<file path="src/rtl/ysyx_24080014_rd_arbiter.sv">
// Two-master to one-slave AXI4-Lite read arbiter (IFU = m0, LSU = m1).
// One outstanding transaction; the address is registered toward the slave,
// and the R channel is a combinational pass-through to the granted master.
// Optional macro YSYX_24080014_ARB_RR_EN selects round-robin priority;
// without it the LSU always wins a contested cycle.
module ysyx_24080014_rd_arbiter #(
    parameter int AW = 32,
    parameter int DW = 32
) (
    input  logic          aclk,
    input  logic          areset,
    input  logic          m0_arvalid,
    output logic          m0_arready,
    input  logic [AW-1:0] m0_araddr,
    output logic          m0_rvalid,
    input  logic          m0_rready,
    output logic [DW-1:0] m0_rdata,
    output logic [1:0]    m0_rresp,
    input  logic          m1_arvalid,
    output logic          m1_arready,
    input  logic [AW-1:0] m1_araddr,
    output logic          m1_rvalid,
    input  logic          m1_rready,
    output logic [DW-1:0] m1_rdata,
    output logic [1:0]    m1_rresp,
    output logic          s_arvalid,
    input  logic          s_arready,
    output logic [AW-1:0] s_araddr,
    input  logic          s_rvalid,
    output logic          s_rready,
    input  logic [DW-1:0] s_rdata,
    input  logic [1:0]    s_rresp,
    output logic          busy,
    output logic          grant
);

    typedef enum logic [1:0] {IDLE, ADDR, DATA} state_t;

    state_t state, state_nxt;
    logic   win;

`ifdef YSYX_24080014_ARB_RR_EN
    logic last;

    // Round-robin: on contention the master not served last time wins.
    always_comb begin
        win = (m0_arvalid && m1_arvalid) ? ~last : m1_arvalid;
    end

    // Round-robin history, updated on every accepted address.
    always_ff @(posedge aclk or posedge areset) begin
        if (areset)
            last <= 1'b0;
        else if (state == IDLE && (m0_arvalid || m1_arvalid))
            last <= win;
    end
`else
    // Fixed priority: the LSU wins whenever it requests.
    always_comb begin
        win = m1_arvalid;
    end
`endif

    // State, captured address and grant index.
    always_ff @(posedge aclk or posedge areset) begin
        if (areset) begin
            state    <= IDLE;
            s_araddr <= '0;
            grant    <= 1'b0;
        end else begin
            state <= state_nxt;
            if (state == IDLE && (m0_arvalid || m1_arvalid)) begin
                s_araddr <= win ? m1_araddr : m0_araddr;
                grant    <= win;
            end
        end
    end

    // Next state and all handshake/routing outputs.
    always_comb begin
        state_nxt  = state;
        m0_arready = 1'b0;
        m1_arready = 1'b0;
        m0_rvalid  = 1'b0;
        m1_rvalid  = 1'b0;
        s_rready   = 1'b0;
        s_arvalid  = 1'b0;
        // Non-granted master's data is don't-care, so both see the slave bus.
        m0_rdata   = s_rdata;
        m1_rdata   = s_rdata;
        m0_rresp   = s_rresp;
        m1_rresp   = s_rresp;
        busy       = (state != IDLE);
        case (state)
            IDLE: begin
                m0_arready = m0_arvalid && !win;
                m1_arready = m1_arvalid && win;
                if (m0_arvalid || m1_arvalid)
                    state_nxt = ADDR;
            end
            ADDR: begin
                s_arvalid = 1'b1;
                if (s_arready)
                    state_nxt = DATA;
            end
            DATA: begin
                m0_rvalid = s_rvalid && !grant;
                m1_rvalid = s_rvalid && grant;
                s_rready  = grant ? m1_rready : m0_rready;
                if (s_rvalid && s_rready)
                    state_nxt = IDLE;
            end
            default: state_nxt = IDLE;
        endcase
    end

endmodule

</file>
<file path="config.mk">
export PLATFORM = sky130hd
export DESIGN_NAME = ysyx_24080014_rd_arbiter
export DESIGN_NICKNAME = d
export VERILOG_FILES = /design/src/rtl/ysyx_24080014_rd_arbiter.sv
export SDC_FILE = /design/constraint.sdc
export NUM_CORES = 1
export LEC_CHECK = 0
export BUFFER_PORTS_ARGS = -buffer_cell sky130_fd_sc_hd__buf_2
export CAP_MARGIN = 10
export CORE_MARGIN = 3
export CORE_UTILIZATION = 41
export DETAILED_ROUTE_END_ITERATION = 10
export GPL_TIMING_DRIVEN = 0
export PLACE_DENSITY = 0.89
export SYNTH_ARGS = -nofsm -noshare
export SYNTH_HDL_FRONTEND = slang
export SYNTH_SLANG_ARGS = --single-unit
</file>
<file path="constraint.sdc">
create_clock -name aclk -period 3.7 [get_ports aclk]
set_input_delay 0.37 -clock aclk [delete_from_list [all_inputs] [get_ports aclk]]
set_output_delay 0.37 -clock aclk [all_outputs]
set_load 0.05 [all_outputs]
</file>
---- Yosys cells after proc, flatten, opt, wreduce, memory -nomap -nowiden ----
Index checks and enable logic that the tools add are counted.
storage, ports and cells
  output and inout bits ................... 108
  input bits .............................. 106
  word-level logic and storage cells ...... 31
  register bits ........................... 35
cells by class
  mux-type cells .......................... 12
  eq/ne operators ......................... 5
  reduce and logical (&&, ||, !) cells .... 11
operator list
  kind                                                 count
  2-to-1 mux 32 bit                                    1
  2-to-1 mux 1 bit                                     7
  2-to-1 mux 2 bit                                     3
  case mux 2 bit (3 select lines)                      1
  logical AND 1 bit                                    5
  != test 2 bit, second input constant                 2
  AND reduction 3 bit                                  1
  equality test 2 x 1 -> 1 bit, second input constant  1
  equality test 2 bit, second input constant           1
  logical NOT 1 bit                                    2
  logical NOT 2 bit                                    1
  != test 2 x 1 -> 1 bit, second input constant        1
  nonzero test 2 bit                                   1
  logical OR 1 bit                                     1

---- Depth between registers and ports, before layout ----
Gate-level depths: netlist of the first run.
  word-level depth ........................ 4
  depth in mapped cells ................... 5
  gate-level depth less buffers ........... 3

---- Worst setup path before layout of the first run ----
OpenSTA, ideal clock, no wires.
  path kind ............................... reg-to-output
  from .................................... reg grant
  to ...................................... out m0_rvalid
  path slack .............................. 1,515 ps
  required time ........................... 3,330 ps
  buffers on the path ..................... 0
  data arrival time ....................... 1,815 ps
  cell stages (with the launch flop) ...... 2
  cells stage by stage .................... dfrtp_1 nor3b_1
between the ends
  longest elaborated chain between the ends .. 3
ends and longest elaborated chain
  item                      RTL line  RTL
  start: declaration        34        output logic grant
  start signal: assignment  74        grant <= win;
  logical NOT 1 bit         107       m0_rvalid = s_rvalid && !grant;
  logical AND 1 bit         107
  2-to-1 mux 1 bit          94        case (state)
  end: declaration          15        output logic m0_rvalid,
Every way passes these cells.

---- Final worst setup path of the first run ----
  from .................................... reg state[1]
  to ...................................... out m1_arready
between the ends
  longest elaborated chain between the ends .. 2
ends and longest elaborated chain
  item                      RTL line  RTL
  start: declaration        39        state_t state, state_nxt;
  start signal: assignment  71        state <= state_nxt;
  logical NOT 2 bit         94
  2-to-1 mux 1 bit          94
  end: declaration          20        output logic m1_arready,
Every way passes these cells.

==> flow_summary.yaml, run 1 <==
grt:
  grt_overflow: 0
  grt_max_degree: 20
  first_global_vias: 2140
  antenna_found_initial: 0
  grt_usage_pct: 18.1
  grt_pass1_wl_um: 10100
placed_design:
  globalplace.congestion: 0.781
  dp_slack_ns: 2.12
  dp_hpwl_um: 5270
  portBuffers: 178
  place_area_um2: 3430
cts:
  cts_root_buf: "clkbuf_8"
  clkTransAtPathRegs_ns: 0.07
  postCtsSetupRepairBufs: 0
  tritoncts: "yes"
  htree_num_levels: 2
  cts_buffers: 5
  clock-sinks: 35
  clkLatencyLatePin_ns: 0.28
  clock_path_buffers: 2
  ctsResizeCount: 0
  cts_hold_buffers: 0
finish:
  syn_to_final_growth_pct: 46.5
  diodes: 0
  fin_nets: 485
  drive_above_1_share_pct: 86.1
  design_area_um2: 3550
worst_hold_path:
  hold_path_class: "input pin to async pin"
timing:
  relSlewSlack_pct: 51.0
  setup_viol: 0
  slew_viol_final: 0
  setup_tns_ns: 0
  finalClockSkew_ns: 0.00227
  period_minus_slack_ns: 1.72
  max_clock_freq_ghz: 0.580
  worst_pin_slew_ns: 0.734
  holdWs_ns: 0.207
  fin_crit_sh_pct: 46.6
  worst_slack_ns: 1.98
  hold_viol_final: 0
  rsz0062_at_grt: "no"
yosys:
  syn_area_per_cell_um2: 12.6
  ys_ff_latch: 35
  syn_inst: 193
  yosys_warnings: 0
  async_reset_ff_share_pct: 100
  syn_nets: 299
  ys_types: 19
  synth_area_um2: 2420
  synth_edf_count: 0
  ys_seq_area_share_pct: 36.1
  synth-main-ff-cell: "dfrtp_1"
routing:
  first_iter_violations: 31
  wl_met2_um: 3460
  wl_met1_um: 2160
  drt-total-wl_um: 6250
  wl_per_cell_um: 13.8
  drt-pass1-iter-count: 4
  num_vias: 2001
  top_layer: "met4"
  wl_met3_um: 551
  antenna_left: 0
  viasPerCell: 4.43
  route.detailed.drc: 0
floorplanning:
  core-area_um2: 5610
  ios: 214
  die-area_um2: 6870
  start_util_pct: 43.2
  dieWidth_um: 82.9
  rows: 27
  die_h_um: 82.9
critical_path:
  startpoint_type: "flop"
  critical_path_class: "flop to primary output"
  r2r_start: "state[1]"
  critPathRequiredTime_ns: 3.33
  startpoint: "state[1]"
  cp.arrival_ns: 1.35
  worstPathMaxFanout: 4
  crit_path_end_kind: "primary output"
power_and_ir_drop:
  power_leakage_nw: 1.99
  powerDensity_nw_per_um2: 828
  ir_drop_v: 0.000580
status:
  outcome: "finished, final reports clean"
flow_run:
  drv_cap: 0
## through the flow
step                cells  utilization (%)  total power [mW]
floorplan             193                -              2.22
global placement      443             60.7              2.57
detailed placement    444             61.2              2.61
CTS                   452             63.3              2.97
global route          452             63.3              3.07
finish                452             63.3              2.94
## power breakdown
group	switching, mW	internal, mW
clock	0.130	0.218
sequential	0.109	0.581
combinational	1.22	0.676
total	1.46	1.48
## area by class of cell
class	instances	area, µm²
timing repair buffer	179	918
fill	437	2060
tap	72	90.1
buffer	76	608
multi-input combinational	79	928
clock buffer	6	82.6
inverter	3	11.3
sequential	35	876
clock inverter	2	35.0
## sequential cells by signal, summed over array words and instances (netlist names)
signal / cells
s_araddr: 32
grant: 1
state: 2
## logic make-up (layout without fill, tap and decap cells)
group                  Yosys count  after routing  synth area share [%]
buffers and inverters           79            266                  25.6
multiplexers                    65             65                  34.6
flip-flops                      35             35                  36.1
AND/OR/NAND/NOR                 10             10                  2.38
AO/OA/AOI/OAI                    4              4                  1.29
## worst max-delay path, stage by stage, from the launching register on
cell     delay, ns
dfrtp_1       0.40
nor2_1        0.22
and2_1        0.18
buf_2         0.27
## synth_stat cells (2+ instances only)
| cell | number | area, µm² |
|---|---|---|
| inv_1 | 3 | 11.3 |
| a21o_1 | 2 | 15.0 |
| buf_12 | 3 | 60.1 |
| nor2b_1 | 2 | 12.5 |
| buf_6 | 2 | 22.5 |
| buf_2 | 3 | 15.0 |
| mux2_4 | 29 | 435 |
| dfrtp_1 | 35 | 876 |
| mux2_2 | 35 | 394 |
| buf_4 | 68 | 510 |
| nor2_1 | 3 | 11.3 |
## routing by layer
layer  vias up  track usage [%]
li1        951                -
met1       924             18.8
met2       120             34.2
met3         6             6.15
met4         0             4.75
met5         -                0
## placed cells by master (no fill, tap or decap)
cell / instances
nor3b_1: 1
buf_2: 181
a21o_1: 2
buf_12: 3
buf_4: 68
nor2b_1: 2
buf_6: 2
o21a_1: 1
nor2_1: 3
buf_16: 1
and2_1: 1
nand2b_1: 1
clkbuf_8: 6
o2bb2ai_1: 1
inv_1: 3
and4b_1: 1
nand2_1: 1
mux2i_1: 1
dfrtp_1: 35
mux2_4: 29
clkinv_2: 1
mux2_2: 35
bufinv_16: 1
## worst paths after layout
kind                            slack [ns]           end  cells after the start
worst max-delay path                  1.98    m1_arready                      3
worst min-delay path                  0.21  s_araddr[23]                      2
worst max register to register        2.18  s_araddr[28]                      5
worst min register to register        0.50   s_araddr[1]                      1
max in group asynchronous             2.96   s_araddr[3]                      3
min in group aclk                     0.32      state[1]                      2
Power figures use the tool's default switching activity.
==> inputs of run 2 (changes only) <==
CORE_ASPECT_RATIO = 1.25   (was not set)
CORE_UTILIZATION = 38   (was 41)
PLACE_DENSITY = 0.84   (was 0.89)
clock period = 1.65 ns   (was 3.7 ns; I/O delays follow)
==> run 2 against run 1 <==
Count of clock-buffer cells in the layout unchanged. Power rose by 120%. Global-route usage is 1.3 points lower. Critical endpoint is now m0_rvalid. Cell count up 2.0%. Register-to-register slack got worse by 2.1 ns. Die area rose by 7.4%. Worst hold slack worse by 0.18 ns. Combinational power grew 130%. Critical path depth did not move. Non-clock buffer count is the same. Sequential power is 120% higher.
==> flow_summary.yaml, run 2 (same netlist as run 1, synthesis figures left out) <==
critical_path:
  r2r_slack_ns: 0.08
  crit_family: "simple AND/OR/NAND/NOR gates"
  r2r_start: "state[1]"
  worst-path-stages: 3
  critPathSlowestCell: "dfrtp_1"
  crit_chain: "nand2b_1 -> nor3b_2 -> buf_2"
  critical_path_class: "flop to primary output"
  r2r-end: "s_araddr[29]"
  crit_path_end_kind: "primary output"
  cp.arrival_ns: 1.40
  crit_buf_inv: 1
  startpoint_type: "flop"
  critPathRequiredTime_ns: 1.48
  worstPathMaxFanout: 4
  critPathMaxStageDelay_ns: 0.41
  reg2reg_depth: 5
routing:
  wl_met1_um: 2220
  wl_met3_um: 601
  wl_per_cell_um: 14.1
  num_vias: 1994
  antenna_left: 0
  drt-total-wl_um: 6490
  wl_met2_um: 3620
  route.detailed.drc: 0
  viasPerCell: 4.33
  first_iter_violations: 32
  top_layer: "met4"
  drt-pass1-iter-count: 4
timing:
  finalClockSkew_ns: 0.00172
  setup_tns_ns: 0
  max_clock_freq_ghz: 0.638
  fin_crit_sh_pct: 95.1
  holdWs_ns: 0.0272
  setup_viol: 0
  worst_pin_slew_ns: 0.786
  slew_viol_final: 0
  relSlewSlack_pct: 47.5
  hold_viol_final: 0
  worst_slack_ns: 0.0816
  period_minus_slack_ns: 1.57
cts:
  clock-sinks: 35
  htree_num_levels: 2
  tritoncts: "yes"
  cts_buffers: 5
  cts_root_buf: "clkbuf_8"
  clock_path_buffers: 2
  clkLatencyLatePin_ns: 0.27
  clkTransAtPathRegs_ns: 0.07
  ctsResizeCount: 0
  cts_hold_buffers: 0
  postCtsSetupRepairBufs: 0
placed_design:
  dp_slack_ns: 0.0987
  globalplace.congestion: 0.703
  dp_hpwl_um: 5400
  portBuffers: 178
  placed_cells: 454
  place_area_um2: 3450
finish:
  syn_to_final_growth_pct: 46.2
  ff_latch_area_um2: 876
  fin_util_pct: 59.3
  largest_reg_flops: 32
  fin_cells: 461
  most-common-layout-cells: "buf_2, buf_4, mux2_2, dfrtp_1, mux2_4"
  top_register: "s_araddr"
  final_common_cell: "buf_2"
  multi_input_area_um2: 936
  num-fill-cells: 513
  fin_nets: 485
  design_area_um2: 3540
  diodes: 0
  largest_registers: "s_araddr x32, state x2, grant x1"
  drive_above_1_share_pct: 86.5
floorplanning:
  die_h_um: 95.3
  start_util_pct: 40.6
  rows: 31
  dieWidth_um: 77.4
  die-area_um2: 7380
  core-area_um2: 5970
  ios: 214
grt:
  grt_usage_pct: 16.7
  antenna_found_initial: 0
  first_global_vias: 2138
  grt_pass1_wl_um: 9890
  grt_max_degree: 19
  grt_overflow: 0
power_and_ir_drop:
  ir_drop_v: 0.00117
  p_total_mw: 6.46
  powerDensity_nw_per_um2: 1820
  power_leakage_nw: 1.98
worst_hold_path:
  hold_path_class: "input pin to async pin"
flow_run:
  drv_cap: 0
status:
  outcome: "finished, final reports clean"
-- run 2: changes by cell type in the layout (fill, tap and decap cells not counted) --
| cell | previous run | this run |
|---|---|---|
| nor2_1 | 3 | 2 |
| nor3b_2 | 0 | 1 |
| nor2_2 | 0 | 1 |
| nor3b_1 | 1 | 0 |
| bufinv_16 | 1 | 0 |
| clkbuf_4 | 0 | 1 |
| buf_2 | 181 | 180 |
-- run 2: how the worst max path moves through the flow --
| stage | end | slack (ns) | start |
|---|---|---|---|
| 3_5_place_dp | s_araddr[29] | 0.1 | state[1] |
| 3_3_place_gp | s_araddr[2] | 0.13 | state[1] |
| 4_1_cts | m0_rvalid | 0.06 | state[0] |
| 5_1_grt | m0_arready | -0.008 | state[1] |
| 2_1_floorplan | s_rready | 0.15 | grant |
| 6_report | m0_rvalid | 0.08 | state[0] |
-- run 2: layout make-up --
type,count,share of cell area (%)
plain buffers,76,17.2
clock buffers,6,2.33
clock inverters,1,0.141
inverters,3,0.318
multi-input cells,79,26.4
flip-flops and latches,35,24.7
well taps,82,2.90
repair buffers,179,26.0
-- run 2: per-layer routing --
layer	global-route usage, %	vias up
met5	0	-
met4	3.12	0
met3	4.35	5
met2	32.9	121
met1	18.0	920
li1	-	948
-- run 2: where the power goes --
part           internal, mW  total [mW]  switching [mW]
clock network         0.327       0.614           0.287
registers              1.30        1.55           0.251
logic                  1.52        4.29            2.77
==> inputs of run 3 (changes only) <==
clock period = 1.55 ns   (was 1.65 ns; I/O delays follow)
==> run 3 against run 2 <==
Global-route usage hardly changed. First-iteration DRC count is 3.1% lower. Critical path depth stayed put. Sequential share of layout area is 0.096 points lower. Utilization is 0.23 points higher. Clock skew is 0.0024 ns higher. Worst hold slack worse by 0.0087 ns. Flip-flop and latch count stayed put. Cell area is 0.39% higher.
==> flow_summary.yaml, run 3 (same netlist as run 1, synthesis figures left out) <==
floorplanning:
  rows: 31
  die-area_um2: 7380
  die_h_um: 95.3
  core-area_um2: 5970
  ios: 214
  start_util_pct: 40.6
  dieWidth_um: 77.4
critical_path:
  cp.arrival_ns: 1.34
  crit_path_end_kind: "primary output"
  startpoint_type: "flop"
  critPathRequiredTime_ns: 1.39
  worstPathMaxFanout: 4
  critical_path_class: "flop to primary output"
timing:
  hold_viol_final: 0
  slew_viol_final: 0
  relSlewSlack_pct: 47.4
  worst_slack_ns: 0.0558
  rsz0062_at_grt: "yes"
  fin_crit_sh_pct: 96.4
  holdWs_ns: 0.0185
  period_minus_slack_ns: 1.49
  worst_pin_slew_ns: 0.788
  max_clock_freq_ghz: 0.669
  finalClockSkew_ns: 0.00408
  setup_viol: 0
  setup_tns_ns: 0
finish:
  syn_to_final_growth_pct: 46.7
  largest_reg_flops: 32
  top_register: "s_araddr"
  design_area_um2: 3560
  largest_registers: "s_araddr x32, state x2, grant x1"
  final_common_cell: "buf_2"
  most-common-layout-cells: "buf_2, buf_4, mux2_2, dfrtp_1, mux2_4"
  drive_above_1_share_pct: 86.8
  diodes: 0
  fin_nets: 485
grt:
  antenna_found_initial: 0
  grt-busiest-layer: "met2"
  first_global_vias: 2139
  grt_usage_pct: 16.8
  met3_usage_pct: 4.35
  grtUsageMet2_pct: 32.9
  grt_overflow: 0
  grt_pass1_wl_um: 9910
  gr-usage-met1_pct: 18.1
  grt_max_degree: 19
cts:
  clkLatencyLatePin_ns: 0.27
  clock_path_buffers: 2
  htree_num_levels: 2
  cts_root_buf: "clkbuf_8"
  cts_hold_buffers: 0
  postCtsSetupRepairBufs: 0
  cts_buffers: 5
  clkTransAtPathRegs_ns: 0.07
  clock-sinks: 35
  tritoncts: "yes"
power_and_ir_drop:
  p_total_mw: 6.89
  ir_drop_v: 0.00127
  powerDensity_nw_per_um2: 1940
  power_leakage_nw: 1.98
worst_hold_path:
  hold_path_class: "input pin to async pin"
routing:
  drt-pass1-iter-count: 2
  num_vias: 1999
  wl_per_cell_um: 14.1
  antenna_left: 0
  first_iter_violations: 31
  drt-total-wl_um: 6510
  route.detailed.drc: 0
  viasPerCell: 4.34
placed_design:
  dp_slack_ns: -0.00133
  globalplace.congestion: 0.703
  portBuffers: 178
  dp_hpwl_um: 5400
  place_area_um2: 3450
flow_run:
  drv_cap: 0
status:
  outcome: "finished, final reports clean"
==> run 3: repair_timing <==
action,CTS,global route
resized for setup,2,4
setup endpoints to repair,19,18
pin swaps,0,1
hold endpoints to repair,0,0
==> run 3: worst paths after layout <==
kind / startpoint / end / slack, ns / depth (start not counted)
setup reg to reg: state[1] / s_araddr[29] / 0.06 / 5
max in group asynchronous: areset / s_araddr[10] / 0.98 / 3
min in group aclk: s_arready / state[1] / 0.13 / 2
hold / removal: areset / s_araddr[21] / 0.02 / 2
setup / recovery: state[0] / m0_rvalid / 0.06 / 3
hold reg to reg: s_araddr[2] / s_araddr[2] / 0.50 / 1
==> run 3: worst max-delay path: stages, from the launching register on <==
cell	delay (ns)
dfrtp_1	0.43
nand2b_1	0.22
nor3b_2	0.23
buf_6	0.19
==> run 3: report_power, final <==
group	total (mW)	internal [mW]	switching, mW
clock	0.648	0.348	0.300
combinational	4.58	1.63	2.95
sequential	1.67	1.39	0.279
total	6.89	3.37	3.53
==> run 3: final cells by class <==
type / instances / area, µm²
Buffer: 76 / 608
Clock buffer: 6 / 82.6
Clock inverter: 1 / 5.00
Fill cell: 512 / 2420
Inverter: 3 / 11.3
Multi-Input combinational cell: 79 / 943
Sequential cell: 35 / 876
Tap cell: 82 / 103
Timing Repair Buffer: 179 / 927
==> run 3: metal layers <==
metal	wire [µm]	share of wire [%]
met5	0	0
met4	47	0.72
met3	590	9.1
met2	3630	56
met1	2240	34
==> run 3: stage by stage <==
| step | std cells | utilization [%] |
|---|---|---|
| floorplan | 193 | - |
| global placement | 453 | 57.3 |
| detailed placement | 454 | 57.8 |
| CTS | 461 | 59.3 |
| global route | 461 | 59.5 |
| finish | 461 | 59.5 |
